<file path="src/rtl/lfsr_bist_ctrl_if.sv">
// Harness/LFSR-facing signal bundle for lfsr_bist_ctrl; the controller uses the slave view,
// the test harness and LFSR model use the master view.
`timescale 1ns/1ps
interface lfsr_bist_ctrl_if #(
    parameter int W     = 4,
    parameter int CNT_W = 8
);
    logic             start;
    logic             abort;
    logic [W-1:0]     seed_in;
    logic [CNT_W-1:0] exp_period;
    logic [W-1:0]     lfsr_out;
    logic             lfsr_load;
    logic [W-1:0]     lfsr_seed;
    logic             lfsr_en;
    logic             busy;
    logic             done;
    logic             pass;
    logic             timeout;
    logic             err_zero;
    logic [CNT_W-1:0] period;
    logic [W-1:0]     signature;

    modport slave (
        input  start, abort, seed_in, exp_period, lfsr_out,
        output lfsr_load, lfsr_seed, lfsr_en, busy, done, pass, timeout, err_zero,
               period, signature
    );

    modport master (
        output start, abort, seed_in, exp_period, lfsr_out,
        input  lfsr_load, lfsr_seed, lfsr_en, busy, done, pass, timeout, err_zero,
               period, signature
    );
endinterface

</file>
<file path="src/rtl/lfsr_bist_ctrl.sv">
// BIST sequencer for an external LFSR: seeds it, measures the seed recurrence period,
// compacts every visited state into a MISR and grades the period against an expected value.
`timescale 1ns/1ps
module lfsr_bist_ctrl #(
    parameter int             W          = 4,
    parameter int             CNT_W      = 8,
    parameter int             MAX_CYCLES = 255,
    parameter logic [W-1:0]   MISR_POLY  = 4'h9
) (
    input  logic              clk,
    input  logic              rst,
    lfsr_bist_ctrl_if.slave   bist
);

    typedef enum logic [2:0] {
        S_IDLE,
        S_LOAD,
        S_RUN,
        S_CHECK,
        S_DONE
    } state_t;

    state_t           state_q;
    logic [W-1:0]     seed_q;
    logic [CNT_W-1:0] exp_q;
    logic [CNT_W-1:0] cnt_q;
    logic [W-1:0]     sig_q;
    logic [CNT_W-1:0] period_q;
    logic             load_q;
    logic             en_q;
    logic             busy_q;
    logic             done_q;
    logic             pass_q;
    logic             timeout_q;
    logic             err_q;

    logic [CNT_W-1:0] cnt_d;
    logic [W-1:0]     sig_d;

    function automatic logic [W-1:0] misr_step(input logic [W-1:0] sig, input logic [W-1:0] din);
        logic [W-1:0] fb;
        fb = sig[W-1] ? MISR_POLY : '0;
        return ({sig[W-2:0], 1'b0} ^ fb) ^ din;
    endfunction

    assign cnt_d = cnt_q + 1'b1;
    assign sig_d = misr_step(sig_q, bist.lfsr_out);

    always_ff @(posedge clk or negedge rst) begin
        if (!rst) begin
            state_q   <= S_IDLE;
            seed_q    <= '0;
            exp_q     <= '0;
            cnt_q     <= '0;
            sig_q     <= '0;
            period_q  <= '0;
            load_q    <= 1'b0;
            en_q      <= 1'b0;
            busy_q    <= 1'b0;
            done_q    <= 1'b0;
            pass_q    <= 1'b0;
            timeout_q <= 1'b0;
            err_q     <= 1'b0;
        end else if (bist.abort) begin
            // Abort is a soft reset; in IDLE everything is already clear so it changes nothing.
            state_q   <= S_IDLE;
            seed_q    <= '0;
            exp_q     <= '0;
            cnt_q     <= '0;
            sig_q     <= '0;
            period_q  <= '0;
            load_q    <= 1'b0;
            en_q      <= 1'b0;
            busy_q    <= 1'b0;
            done_q    <= 1'b0;
            pass_q    <= 1'b0;
            timeout_q <= 1'b0;
            err_q     <= 1'b0;
        end else begin
            case (state_q)
                S_IDLE, S_DONE: begin
                    if (bist.start) begin
                        seed_q    <= bist.seed_in;
                        exp_q     <= bist.exp_period;
                        cnt_q     <= '0;
                        sig_q     <= '0;
                        period_q  <= '0;
                        pass_q    <= 1'b0;
                        timeout_q <= 1'b0;
                        if (bist.seed_in == '0) begin
                            // An all-zero seed would lock the LFSR up, so skip straight to DONE.
                            err_q   <= 1'b1;
                            done_q  <= 1'b1;
                            busy_q  <= 1'b0;
                            load_q  <= 1'b0;
                            state_q <= S_DONE;
                        end else begin
                            err_q   <= 1'b0;
                            done_q  <= 1'b0;
                            busy_q  <= 1'b1;
                            load_q  <= 1'b1;
                            state_q <= S_LOAD;
                        end
                    end
                end
                S_LOAD: begin
                    load_q  <= 1'b0;
                    en_q    <= 1'b1;
                    state_q <= S_RUN;
                end
                S_RUN: begin
                    // cnt==0 is the cycle the seed itself is on the bus, so it cannot count as a recurrence.
                    if (cnt_q != '0 && bist.lfsr_out == seed_q) begin
                        period_q <= cnt_q;
                        en_q     <= 1'b0;
                        state_q  <= S_CHECK;
                    end else if (cnt_q == CNT_W'(MAX_CYCLES)) begin
                        period_q  <= cnt_q;
                        timeout_q <= 1'b1;
                        en_q      <= 1'b0;
                        busy_q    <= 1'b0;
                        done_q    <= 1'b1;
                        state_q   <= S_DONE;
                    end else begin
                        cnt_q <= cnt_d;
                        sig_q <= sig_d;
                    end
                end
                S_CHECK: begin
                    pass_q  <= (period_q == exp_q);
                    busy_q  <= 1'b0;
                    done_q  <= 1'b1;
                    state_q <= S_DONE;
                end
                default: begin
                    state_q <= S_IDLE;
                end
            endcase
        end
    end

    assign bist.lfsr_load = load_q;
    assign bist.lfsr_seed = seed_q;
    assign bist.lfsr_en   = en_q;
    assign bist.busy      = busy_q;
    assign bist.done      = done_q;
    assign bist.pass      = pass_q;
    assign bist.timeout   = timeout_q;
    assign bist.err_zero  = err_q;
    assign bist.period    = period_q;
    assign bist.signature = sig_q;

endmodule

</file>
<file path="src/flat_wrapper.sv">
// flat-port wrapper written by rule: the top's interface ports become plain ports
module lfsr_bist_ctrl_flat 
#(
    parameter int             W          = 4,
    parameter int             CNT_W      = 8,
    parameter int             MAX_CYCLES = 255,
    parameter logic [W-1:0]   MISR_POLY  = 4'h9
)
  (clk, rst, bist_start, bist_abort, bist_seed_in, bist_exp_period, bist_lfsr_out, bist_lfsr_load, bist_lfsr_seed, bist_lfsr_en, bist_busy, bist_done, bist_pass, bist_timeout, bist_err_zero, bist_period, bist_signature);
  lfsr_bist_ctrl_if #(.W(W), .CNT_W(CNT_W)) bist_i ();
  input  logic clk;
  input  logic rst;
  input wire logic [$bits(bist_i.start)-1:0] bist_start;
  input wire logic [$bits(bist_i.abort)-1:0] bist_abort;
  input wire logic [$bits(bist_i.seed_in)-1:0] bist_seed_in;
  input wire logic [$bits(bist_i.exp_period)-1:0] bist_exp_period;
  input wire logic [$bits(bist_i.lfsr_out)-1:0] bist_lfsr_out;
  output wire logic [$bits(bist_i.lfsr_load)-1:0] bist_lfsr_load;
  output wire logic [$bits(bist_i.lfsr_seed)-1:0] bist_lfsr_seed;
  output wire logic [$bits(bist_i.lfsr_en)-1:0] bist_lfsr_en;
  output wire logic [$bits(bist_i.busy)-1:0] bist_busy;
  output wire logic [$bits(bist_i.done)-1:0] bist_done;
  output wire logic [$bits(bist_i.pass)-1:0] bist_pass;
  output wire logic [$bits(bist_i.timeout)-1:0] bist_timeout;
  output wire logic [$bits(bist_i.err_zero)-1:0] bist_err_zero;
  output wire logic [$bits(bist_i.period)-1:0] bist_period;
  output wire logic [$bits(bist_i.signature)-1:0] bist_signature;
  assign bist_i.start = bist_start;
  assign bist_i.abort = bist_abort;
  assign bist_i.seed_in = bist_seed_in;
  assign bist_i.exp_period = bist_exp_period;
  assign bist_i.lfsr_out = bist_lfsr_out;
  assign bist_lfsr_load = bist_i.lfsr_load;
  assign bist_lfsr_seed = bist_i.lfsr_seed;
  assign bist_lfsr_en = bist_i.lfsr_en;
  assign bist_busy = bist_i.busy;
  assign bist_done = bist_i.done;
  assign bist_pass = bist_i.pass;
  assign bist_timeout = bist_i.timeout;
  assign bist_err_zero = bist_i.err_zero;
  assign bist_period = bist_i.period;
  assign bist_signature = bist_i.signature;
  lfsr_bist_ctrl #(.W(W), .CNT_W(CNT_W), .MAX_CYCLES(MAX_CYCLES), .MISR_POLY(MISR_POLY)) u_core (.clk(clk), .rst(rst), .bist(bist_i));
endmodule
</file>
<file path="config.mk">
export PLATFORM = sky130hd
export DESIGN_NAME = lfsr_bist_ctrl_flat
export DESIGN_NICKNAME = d
export VERILOG_FILES = /design/src/rtl/lfsr_bist_ctrl_if.sv /design/src/rtl/lfsr_bist_ctrl.sv /design/src/flat_wrapper.sv
export SDC_FILE = /design/constraint.sdc
export NUM_CORES = 1
export LEC_CHECK = 0
export ABC_AREA = 0
export BUFFER_PORTS_ARGS = -buffer_cell sky130_fd_sc_hd__buf_2
export CAP_MARGIN = 30
export CORE_MARGIN = 1.5
export CORE_UTILIZATION = 25
export DETAILED_ROUTE_END_ITERATION = 10
export SETUP_SLACK_MARGIN = 0.3
export SYNTH_ARGS = -nofsm -noshare
export SYNTH_HDL_FRONTEND = slang
export SYNTH_SLANG_ARGS = --single-unit
</file>
<file path="constraint.sdc">
create_clock -name clk -period 2.4 [get_ports clk]
set_clock_uncertainty 0.2 [all_clocks]
set_input_delay 0.12 -clock clk [delete_from_list [all_inputs] [get_ports clk]]
set_output_delay 0.12 -clock clk [all_outputs]
set_load 0.01 [all_outputs]
</file>
==> metrics.md, run 1 <==
| Metric | Value |
|---|---|
| Status | finished, final reports clean |
| Syn_nets | between 200 and 300 |
| CP Max Fanout | 5 |
| Main synth FF type | dfrtp_1 |
| CTS root buf | clkbuf_8 |
| Commonest non-fill, non-tap cells in the layout | 42 x buf_2, 42 x dfrtp_1, 35 x nand2_1, 26 x a21oi_1, 19 x dlygate4sd3_1 |
| Detail Route Antenna Nets | 0 |
| Gr ovfl total | 0 |
| Routability Congestion | between 0.9 and 1 |
| WP data required | around 2.4 ns |
| Clock latency on the worst-skew pair | around 0.29 ns |
| Buf/Inv on CP | 1 |
| Final core utilization | roughly a third |
| Synthesis-to-layout area growth | 33.8% |
| CTS sink cnt | 42 |
| Post-route cell area | about 3000 um^2 |
| R2R depth | 7 |
| DP Area | approximately 2600 um^2 |
| RSZ-0062 raised after global routing | yes |
| Die H | between 90 and 100 um |
| Port Buffers | 42 |
| Global-route wire length before repair | 9.75 mm |
| Ant. Diodes | 0 |
| Final nets | 337 |
| Wirelength per Cell | roughly 14 um |
| DR vias | around 2,000 |
| Post-Syn Area per Cell | about 9.4 um^2 |
| Largest net degree at the start of global routing | 43 |
| YS warnings | 0 |
| Final min period | roughly 2.1 ns |
| Sequential power share | between 40% and 50% |
| Total CTS buffers | 5 |
| Post-Syn Instances | approximately 240 |
| Setup violators final | 0 |
| Max-cap violation count | 0 |
| Net Switching | ~440 uW |
| First-pass detailed-route iteration total | 4 |
| Count of unique library cells instantiated by Yosys | 49 |
| Async SR Flop Fraction | 100% |
| Final cycle utilization of the critical path | 85.8% |
| Combinational share of power | a little under 20% |
| Peak VDD IR | 0.000261 V |
| Starting density of the core | about a quarter |
| Hold Startpoint | bist_lfsr_out[3] |
| Pwr per Cell Area | slightly above 500 nW/um^2 |
| Highest clock rate | slightly below 500 MHz |
| Register bit total from synthesis | 42 |
| Hold endpoint | u_core.bist.signature[3] |
| Clock share of power | between 30% and 40% |
| CP Capture Type | flip-flop |
| Std-Cell Rows | 34 |
| I/O pin cnt | 43 |
| Net Sw Frac | approximately 28% |
| Dpl hpwl | 4.13 mm |
| FF-to-FF Start | u_core.cnt_q[0] |
| Core ar. | between 8000 and 9000 um^2 |
| Hold crit path type | in -> reg |
| R2r setup slk | ~0.34 ns |
| Post-synth EDFFs | 0 |
| Pleak | around 0.0013 uW |
| Clk buf depth | 2 |
| CTS tree | yes |
| Hold Path Stages | 4 |
| CP Class | reg -> reg |
| CP arrival | roughly 2.1 ns |
| Crit start category | flip-flop |
| Fraction of layout cells with a size suffix above 1 | approximately 27% |
| Worst stage delay on the critical path | around 0.43 ns |
| CP max stage cell | dfrtp_1 |
| Vias per inst | 4.79 |
| Internal Power | 1110 uW |
| DIE AREA | ~9500 um^2 |
| Slew margin rel. | around 72% |
| Reg2reg end | u_core.cnt_q[3] |
| DRC viols | 0 |
| Total routed wirelength | between 5 and 6 mm |
| Worst Tran Pin Value | a little over 0.4 ns |
| DR iter-0 viols | around 130 |
| Critical Path, Cell by Cell | inv_2, ha_1, nor4b_4, and2_4, o22ai_2, or3_4, a21oi_2 |
| Antenna violations before repair | 0 |
| Vias in the first global route | about 2,000 |
| Crit-path leading delay family | simple AND/OR/NAND/NOR gates |
| Final slew viol count | 0 |
| Setup Total Neg Slack | 0 ns |
| Post-synth design cell area | roughly 2200 um^2 |
| Number of H-tree levels | 2 |
| Final Hold Vio Count | 0 |
| Total GRT Usage | between 10 and 15% |
| Seq/Total Area, Yosys | a little under half |
| Chip width | ~98 um |
| Clock slew at reported path FFs | 0.08 ns |
[flip-flops by register name (all words and copies together) (netlist names)]
register / count
u_core.exp_q: 8
u_core.state_q: 3
u_core.bist.lfsr_en: 1
u_core.bist.pass: 1
u_core.bist.err_zero: 1
u_core.cnt_q: 8
u_core.bist.lfsr_load: 1
u_core.bist.signature: 4
u_core.bist.done: 1
u_core.bist.period: 8
u_core.bist.timeout: 1
u_core.bist.busy: 1
u_core.bist.lfsr_seed: 4
[how the worst max path moves through the flow]
stage,from,to,slack (ns),cells past startpoint
3_3_place_gp,u_core.cnt_q[0],u_core.bist.signature[3],0.34,7
3_5_place_dp,u_core.cnt_q[1],u_core.bist.signature[3],0.27,5
2_1_floorplan,u_core.cnt_q[0],u_core.bist.signature[3],0.51,8
4_1_cts,u_core.cnt_q[1],u_core.bist.period[3],0.30,7
6_report,u_core.cnt_q[0],u_core.cnt_q[3],0.34,7
5_1_grt,u_core.cnt_q[0],u_core.bist.period[4],0.18,7
[routing by layer]
layer	GRT usage, %	up-vias	wire (um)
li1	-	1002	-
met1	17.2	966	2870
met2	20.1	58	2760
met3	2.45	6	263
met4	2.97	0	45
met5	0	-	0
[repair_timing]
| item | CTS | global route |
|---|---|---|
| setup buffers | 2 | 7 |
| hold buffers | 18 | 1 |
| setup endpoints to repair | 2 | 21 |
| pin swaps | 1 | 3 |
| gates cloned | 0 | 1 |
| endpoints found under the hold margin | 61 | 2 |
| gates resized for setup | 0 | 10 |
[Yosys cell counts (2+ instances only)]
cell type	instances	area share (%)
nor3b_2	2	1.1
inv_1	8	1.3
nand3_1	11	2.5
buf_4	2	0.67
mux2i_1	3	1.3
nor3_1	3	0.67
a211oi_1	3	1.0
dfrtp_1	42	47
and3_2	2	0.67
clkbuf_1	5	0.84
xnor2_1	17	6.6
or3_1	3	0.84
o21ai_0	13	2.9
buf_2	2	0.45
nand2_1	35	5.9
a21oi_1	27	6.0
nand4_1	6	1.7
o22ai_1	2	0.56
nor2_1	13	2.2
nor4_1	2	0.56
nand2b_1	4	1.1
o31ai_1	2	0.67
o2bb2ai_1	3	1.2
nand3b_1	2	0.67
ha_1	2	1.1
[logic make-up after synthesis]
logic type	count (synthesis)	synth area share, %
and+or+nand+nor	92	22.2
AOI/OAI and AO/OA	63	17.6
DFF	42	46.9
xor gates and xnor gates	18	7.04
buffers and inverters	18	3.80
muxes	3	1.34
adders and majority gates	2	1.12
[layout make-up]
class	count	area (um^2)
Clock buffer	7	86.3
Clock inverter	1	5.00
Tap cell	108	135
Timing Repair Buffer	79	548
Fill cell	887	5720
Inverter	8	30.0
Sequential cell	42	1050
Multi-Input combinational cell	179	1140
[power by group through the flow]
stage	clock [uW]	sequential, uW	combinational (uW)
2_1_floorplan	0	781	161
3_3_place_gp	0	785	256
3_5_place_dp	0	785	261
4_1_cts	488	771	284
5_1_grt	514	777	337
6_report	469	771	304
[per-stage QoR]
step,hold WS [ns],power [uW],cells,setup WS (ns)
after floorplan,-0.376,942,238,0.511
after global placement,0.125,1040,386,0.339
after detailed placement,0.131,1050,386,0.267
after CTS,0.105,1540,414,0.305
after global routing,0.156,1630,424,0.182
final,0.114,1540,424,0.340
[worst reg2reg max path: cells and delay by family, from the launching register on]
family,cells,cell delay [ns]
buffers and inverters,1,0.08
adders and majority gates,1,0.15
and+or+nand+nor,3,0.87
DFF,1,0.43
AOI/OAI and AO/OA,2,0.28
Note: power is estimated with default switching activity, not from simulation.
==> inputs of run 2 (changes only) <==
- CORE_UTILIZATION: 25 -> 40
==> metrics.md, run 2 (synthesized netlist as in run 1, its figures left out) <==
| Metric | Value |
|---|---|
| DIE AREA | 6060 um^2 (-36%) |
| Number of H-tree levels | 2 (unchanged) |
| CP Class | reg -> reg |
| Setup Total Neg Slack | 0 ns (unchanged) |
| Peak VDD IR | 0.000290 V (+11%) |
| M1 WL | 2.67 mm (-6.7%) |
| Setup violators final | 0 (unchanged) |
| Synthesis-to-layout area growth | 33.2% |
| Worst stage delay on the critical path | 0.57 ns (+0.14 ns) |
| Slew margin rel. | 71.5% (-0.80 points) |
| Max-cap violation count | 0 (unchanged) |
| Clk buf depth | 2 (unchanged) |
| I/O pin cnt | 43 (unchanged) |
| CTS root buf | clkbuf_8 |
| Final worst slack | 0.321 ns (-0.0185 ns) |
| Std-Cell Rows | 27 (-21%) |
| RSZ-0062 raised after global routing | yes |
| Starting density of the core | 41.2% (+16 points) |
| Global-route wire length before repair | 9.61 mm (-1.4%) |
| Final Hold Vio Count | 0 (unchanged) |
| Total routed wirelength | 6.04 mm (+1.6%) |
| Multi-input logic area | 1170 um^2 (+2.1%) |
| Final min period | 2.08 ns (+0.0185 ns) |
| Highest Signal Layer | met4 |
| Clock slew at reported path FFs | 0.09 ns (about the same) |
| Vias per inst | 5.35 (+12%) |
| Hold crit path type | in -> async |
| Total GRT Usage | 20.6% (+8.2 points) |
| CP max stage cell | dfrtp_1 |
| Chip width | 77.9 um (-20%) |
| Pleak | 0.00134 uW (about the same) |
| CP arrival | 2.11 ns (+0.03 ns) |
| Commonest non-fill, non-tap cells in the layout | 43 x buf_2, 40 x dfrtp_1, 35 x nand2_1, 26 x a21oi_1, 18 x dlygate4sd3_1 |
| Gr ovfl total | 0 (unchanged) |
| CP Max Fanout | 13 (+8) |
| Routed wl met3 | 343 um (+30%) |
| Die H | 77.9 um (-20%) |
| Dpl hpwl | 3.92 mm (-5.2%) |
| DR iter-0 viols | 102 (-19%) |
| Port Buffers | 42 (unchanged) |
| Largest net degree at the start of global routing | 29 (-33%) |
| Total CTS buffers | 5 (unchanged) |
| Antenna violations before repair | 0 (unchanged) |
| Detail Route Antenna Nets | 0 (unchanged) |
| CTS tree | yes |
| Register area | 1050 um^2 (+0.24%) |
| CTS sink cnt | 42 (unchanged) |
| DR WL met2 | 2.92 mm (+5.5%) |
| Final nets | 336 (-0.30%) |
| Final slew viol count | 0 (unchanged) |
| Status | finished, final reports clean |
| Pwr per Cell Area | 555 nW/um^2 (+7.8%) |
| Highest clock rate | 481 MHz (-0.89%) |
| Pre-CTS setup slack | 0.288 ns (+0.0212 ns) |
| First-pass detailed-route iteration total | 6 (+2) |
| Clock latency on the worst-skew pair | 0.30 ns (about the same) |
| DRC viols | 0 (unchanged) |
| Core ar. | 5440 um^2 (-38%) |
| Commonest non-fill, non-tap cell in the layout | buf_2 |
| CP Capture Type | flip-flop |
| Final-layout fill cell count | 471 (-47%) |
| Vias in the first global route | 1,917 (-3.4%) |
| Ant. Diodes | 0 (unchanged) |
| Wirelength per Cell | 15.6 um (+11%) |
| Worst Tran Pin Value | 0.428 ns (+0.0120 ns) |
| Crit start category | flip-flop |
| DR vias | 2,070 (+1.9%) |
| WP data required | 2.43 ns (about the same) |
| Critical Path, Cell by Cell | nor3b_2, buf_4, nand4_1, or3_4, a21oi_2 |
| Final cycle utilization of the critical path | 86.6% (+0.77 points) |
| Fraction of layout cells with a size suffix above 1 | 28.9% (+1.7 points) |
| Routability Congestion | 0.876 (-5.0%) |
==> run 2: cell count changes in the layout (fill, tap and decap cells not counted), moves of 2 or more <==
cell,previous run,this run
buf_4,17,15
ha_1,2,0
buf_6,0,2
ha_4,0,2
dfrtp_1,42,40
dfrtp_2,0,2
==> run 2: path summary, 6_finish.rpt <==
check,startpoint,to,slack (ns),cells past startpoint
worst max-delay path,u_core.state_q[1],u_core.cnt_q[3],0.32,5
worst min-delay path,rst,u_core.state_q[1],0.07,2
worst max register to register,u_core.state_q[1],u_core.cnt_q[3],0.32,5
worst min register to register,u_core.bist.timeout,u_core.bist.timeout,0.29,1
max in group asynchronous,rst,u_core.cnt_q[0],1.22,3
min in group clk,bist_lfsr_out[3],u_core.bist.signature[3],0.12,4
==> run 2: critical path, delay by kind of cell, from the launching register on <==
family	cells	cell delay (ns)
buf+inv	1	0.23
compound gates	1	0.13
flops	1	0.57
simple gates	3	0.87
==> run 2: area by class of cell <==
| class | instances | share of cell area, % |
|---|---|---|
| inverters | 8 | 1.01 |
| clock inverters | 3 | 1.47 |
| flip-flops and latches | 42 | 35.3 |
| clock buffers | 5 | 2.31 |
| well taps | 72 | 3.02 |
| repair buffers | 78 | 17.8 |
| multi-input cells | 179 | 39.1 |
==> run 2: timing repair <==
item | 4_1_cts | 5_1_grt
hold endpoints to repair | 36 | 0
cloned | 0 | 2
hold buffers | 18 | 0
buffers inserted | 1 | 8
resized for setup | 0 | 18
endpoints found under the setup margin | 1 | 22
pin swaps | 1 | 5
==> run 2: power breakdown <==
| group | leakage, uW | internal (uW) | switching [uW] | total [uW] |
|---|---|---|---|---|
| clock | 0.0000585 | 312 | 271 | 583 |
| combinational | 0.000713 | 134 | 166 | 300 |
| sequential | 0.000573 | 737 | 36.0 | 773 |
| total | 0.00134 | 1180 | 474 | 1660 |
==> run 2: metrics by stage <==
stage	total power (uW)	instances	instance area, um^2	utilization, %	hold WS [ns]
after CTS	1640	377	2850	52.3	0.0914
after floorplan	942	238	2240	-	-0.376
after global routing	1750	387	2980	54.9	0.107
after detailed placement	1040	350	2550	46.8	-0.122
after global placement	1040	350	2550	46.8	-0.121
final	1660	387	2980	54.9	0.0717
==> run 2: routing by layer <==
| metal | track usage (%) | vias to the layer above |
|---|---|---|
| met5 | 0 | - |
| met4 | 7.27 | 0 |
| met3 | 4.00 | 10 |
| met2 | 33.7 | 74 |
| met1 | 27.2 | 988 |
| li1 | - | 998 |
==> inputs of run 3 (changes only) <==
- CORE_UTILIZATION: 40 -> 50
- PLACE_DENSITY: not set -> 0.73
==> metrics.md, run 3 (synthesized netlist as in run 1, its figures left out) <==
| Metric | Value |
|---|---|
| RSZ-0062 raised after global routing | yes |
| Total routed wirelength | 5.95 mm (-1.5%) |
| Internal Power | 1070 uW (-9.5%) |
| Std-Cell Rows | 24 (-11%) |
| Vias per inst | 5.67 (+5.9%) |
| CTS root buf | clkbuf_8 |
| Hold crit path type | in -> async |
| Setup Total Neg Slack | 0 ns (unchanged) |
| Met2 Resource Use GR | 39.0% (+5.4 points) |
| Crit start category | flip-flop |
| R2r setup slk | 0.34 ns (+0.02 ns) |
| R2R depth | 7 (+2) |
| First-pass detailed-route iteration total | 5 (-1) |
| Dpl hpwl | 3.72 mm (-5.0%) |
| Number of H-tree levels | 2 (unchanged) |
| Max-cap violation count | 0 (unchanged) |
| Port Buffers | 42 (unchanged) |
| Fraction of layout cells with a size suffix above 1 | 28.8% (-0.13 points) |
| Ant. Diodes | 0 (unchanged) |
| Clk buf depth | 2 (unchanged) |
| Commonest non-fill, non-tap cells in the layout | 42 x buf_2, 40 x dfrtp_1, 35 x nand2_1, 26 x a21oi_1 |
| Detail Route Antenna Nets | 0 (unchanged) |
| Final cycle utilization of the critical path | 85.6% (-0.98 points) |
| CP Class | reg -> reg |
| Total power | 1530 uW (-7.6%) |
| M3 GR Usage | 5.77% (+1.8 points) |
| Sequential power share | 50.5% (+3.8 points) |
| Slew margin rel. | 60.0% (-12 points) |
| Reg2reg end | u_core.cnt_q[3] |
| Peak VDD IR | 0.000324 V (+12%) |
| Synthesis-to-layout area growth | 30.3% |
| Total GRT Usage | 24.4% (+3.8 points) |
| Pleak | 0.00132 uW (-1.6%) |
| Antenna violations before repair | 0 (unchanged) |
| DR vias | 2,068 (-0.097%) |
| Gr ovfl total | 0 (unchanged) |
| CP Capture Type | flip-flop |
| Met1 Use GR | 33.3% (+6.2 points) |
| Global-route wire length before repair | 9.47 mm (-1.4%) |
| Clock latency on the worst-skew pair | 0.30 ns (about the same) |
| Setup violators final | 0 (unchanged) |
| Core ar. | 4320 um^2 (-20%) |
| Commonest non-fill, non-tap cell in the layout | buf_2 |
| Largest net degree at the start of global routing | 43 (+48%) |
| CTS tree | yes |
| Final Hold Vio Count | 0 (unchanged) |
| DR iter-0 viols | 188 (+84%) |
| DRC viols | 0 (unchanged) |
| Final nets | 334 (-0.60%) |
| Net Switching | 460 uW (-2.8%) |
| Net Sw Frac | 30.0% (+1.5 points) |
| Worst Tran Pin Value | 0.601 ns (+0.173 ns) |
| I/O pin cnt | 43 (unchanged) |
| FF-to-FF Start | u_core.cnt_q[1] |
| Combinational share of power | 19.3% (+1.2 points) |
| Final slew viol count | 0 (unchanged) |
| Pwr per Cell Area | 524 nW/um^2 (-5.5%) |
| Chip width | 69.9 um (-10%) |
| Highest clock rate | 487 MHz (+1.1%) |
| Clock share of power | 30.2% (-5.0 points) |
| WP data required | 2.44 ns (about the same) |
| Top Usage Layer GRT | met2 |
| CP arrival | 2.09 ns (-0.02 ns) |
| Wirelength per Cell | 16.3 um (+4.4%) |
| Die H | 69.9 um (-10%) |
| Clock slew at reported path FFs | 0.08 ns (about the same) |
| CTS sink cnt | 42 (unchanged) |
| Status | finished, final reports clean |
| Vias in the first global route | 1,975 (+3.0%) |
| Final min period | 2.06 ns (-0.0236 ns) |
| Final-layout fill cell count | 340 (-28%) |
| Total CTS buffers | 5 (unchanged) |
| DIE AREA | 4890 um^2 (-19%) |
| Starting density of the core | 51.8% (+11 points) |
| CP Max Fanout | 4 (-9) |
| Routability Congestion | 0.861 (-1.7%) |
[run 3: layout make-up]
class                   count  area (um^2)  share of cell area (%)
inverters                   8         30.0                    1.03
well taps                  52         65.1                    2.23
repair buffers             76          520                    17.8
flip-flops and latches     42         1050                    36.1
clock buffers               6         72.6                    2.49
clock inverters             2         13.8                   0.471
multi-input cells         179         1160                    39.9
[run 3: critical path, cell delays in order, from the launching register on]
cell and delay [ns]:
dfrtp_2 0.44, inv_1 0.09, ha_1 0.14, nor4b_4 0.23, and2_4 0.25, o22ai_4 0.12, or3_4 0.39, a21oi_2 0.13
[run 3: through the flow]
| stage | setup WS, ns | hold WS [ns] | std cells | instance area, um^2 | utilization, % |
|---|---|---|---|---|---|
| finish | 0.345 | 0.113 | 365 | 2920 | 67.5 |
| detailed placement | 0.218 | 0.127 | 329 | 2510 | 58.1 |
| CTS | 0.302 | 0.108 | 357 | 2800 | 64.8 |
| global placement | 0.232 | 0.123 | 329 | 2510 | 58.1 |
| floorplan | 0.511 | -0.376 | 238 | 2240 | - |
| global route | 0.234 | 0.154 | 365 | 2920 | 67.5 |
[run 3: worst max-delay path by stage]
stage / startpoint / end / slack (ns) / cells past startpoint
final: u_core.cnt_q[1] / u_core.cnt_q[3] / 0.34 / 7
after global routing: u_core.cnt_q[0] / u_core.cnt_q[3] / 0.23 / 7
after CTS: u_core.cnt_q[0] / u_core.bist.period[3] / 0.30 / 7
after floorplan: u_core.cnt_q[0] / u_core.bist.signature[3] / 0.51 / 8
after detailed placement: u_core.cnt_q[0] / u_core.bist.signature[3] / 0.22 / 5
after global placement: u_core.cnt_q[0] / u_core.bist.signature[3] / 0.23 / 5
[run 3: what timing repair did]
action                     in CTS  in global routing
setup buffers                   3                  6
pin swaps                       1                  3
setup endpoints to repair       5                 22
resized for setup               4                 12
hold endpoints to repair       59                  0
hold buffers                   17                  0
cloned                          0                  1
[run 3: routing by layer]
layer / share of wire, % / up-vias
met5: 0 / -
met4: 1.8 / 0
met3: 7.3 / 12
met2: 48 / 97
met1: 43 / 970
li1: - / 989
[run 3: power by group through the flow]
stage                     Sequential, uW  Combinational [uW]  Clock (uW)
final                                773                 296         462
after global placement               784                 250           0
after global routing                 778                 325         497
after CTS                            772                 280         470
after floorplan                      781                 161           0
after detailed placement             785                 254           0
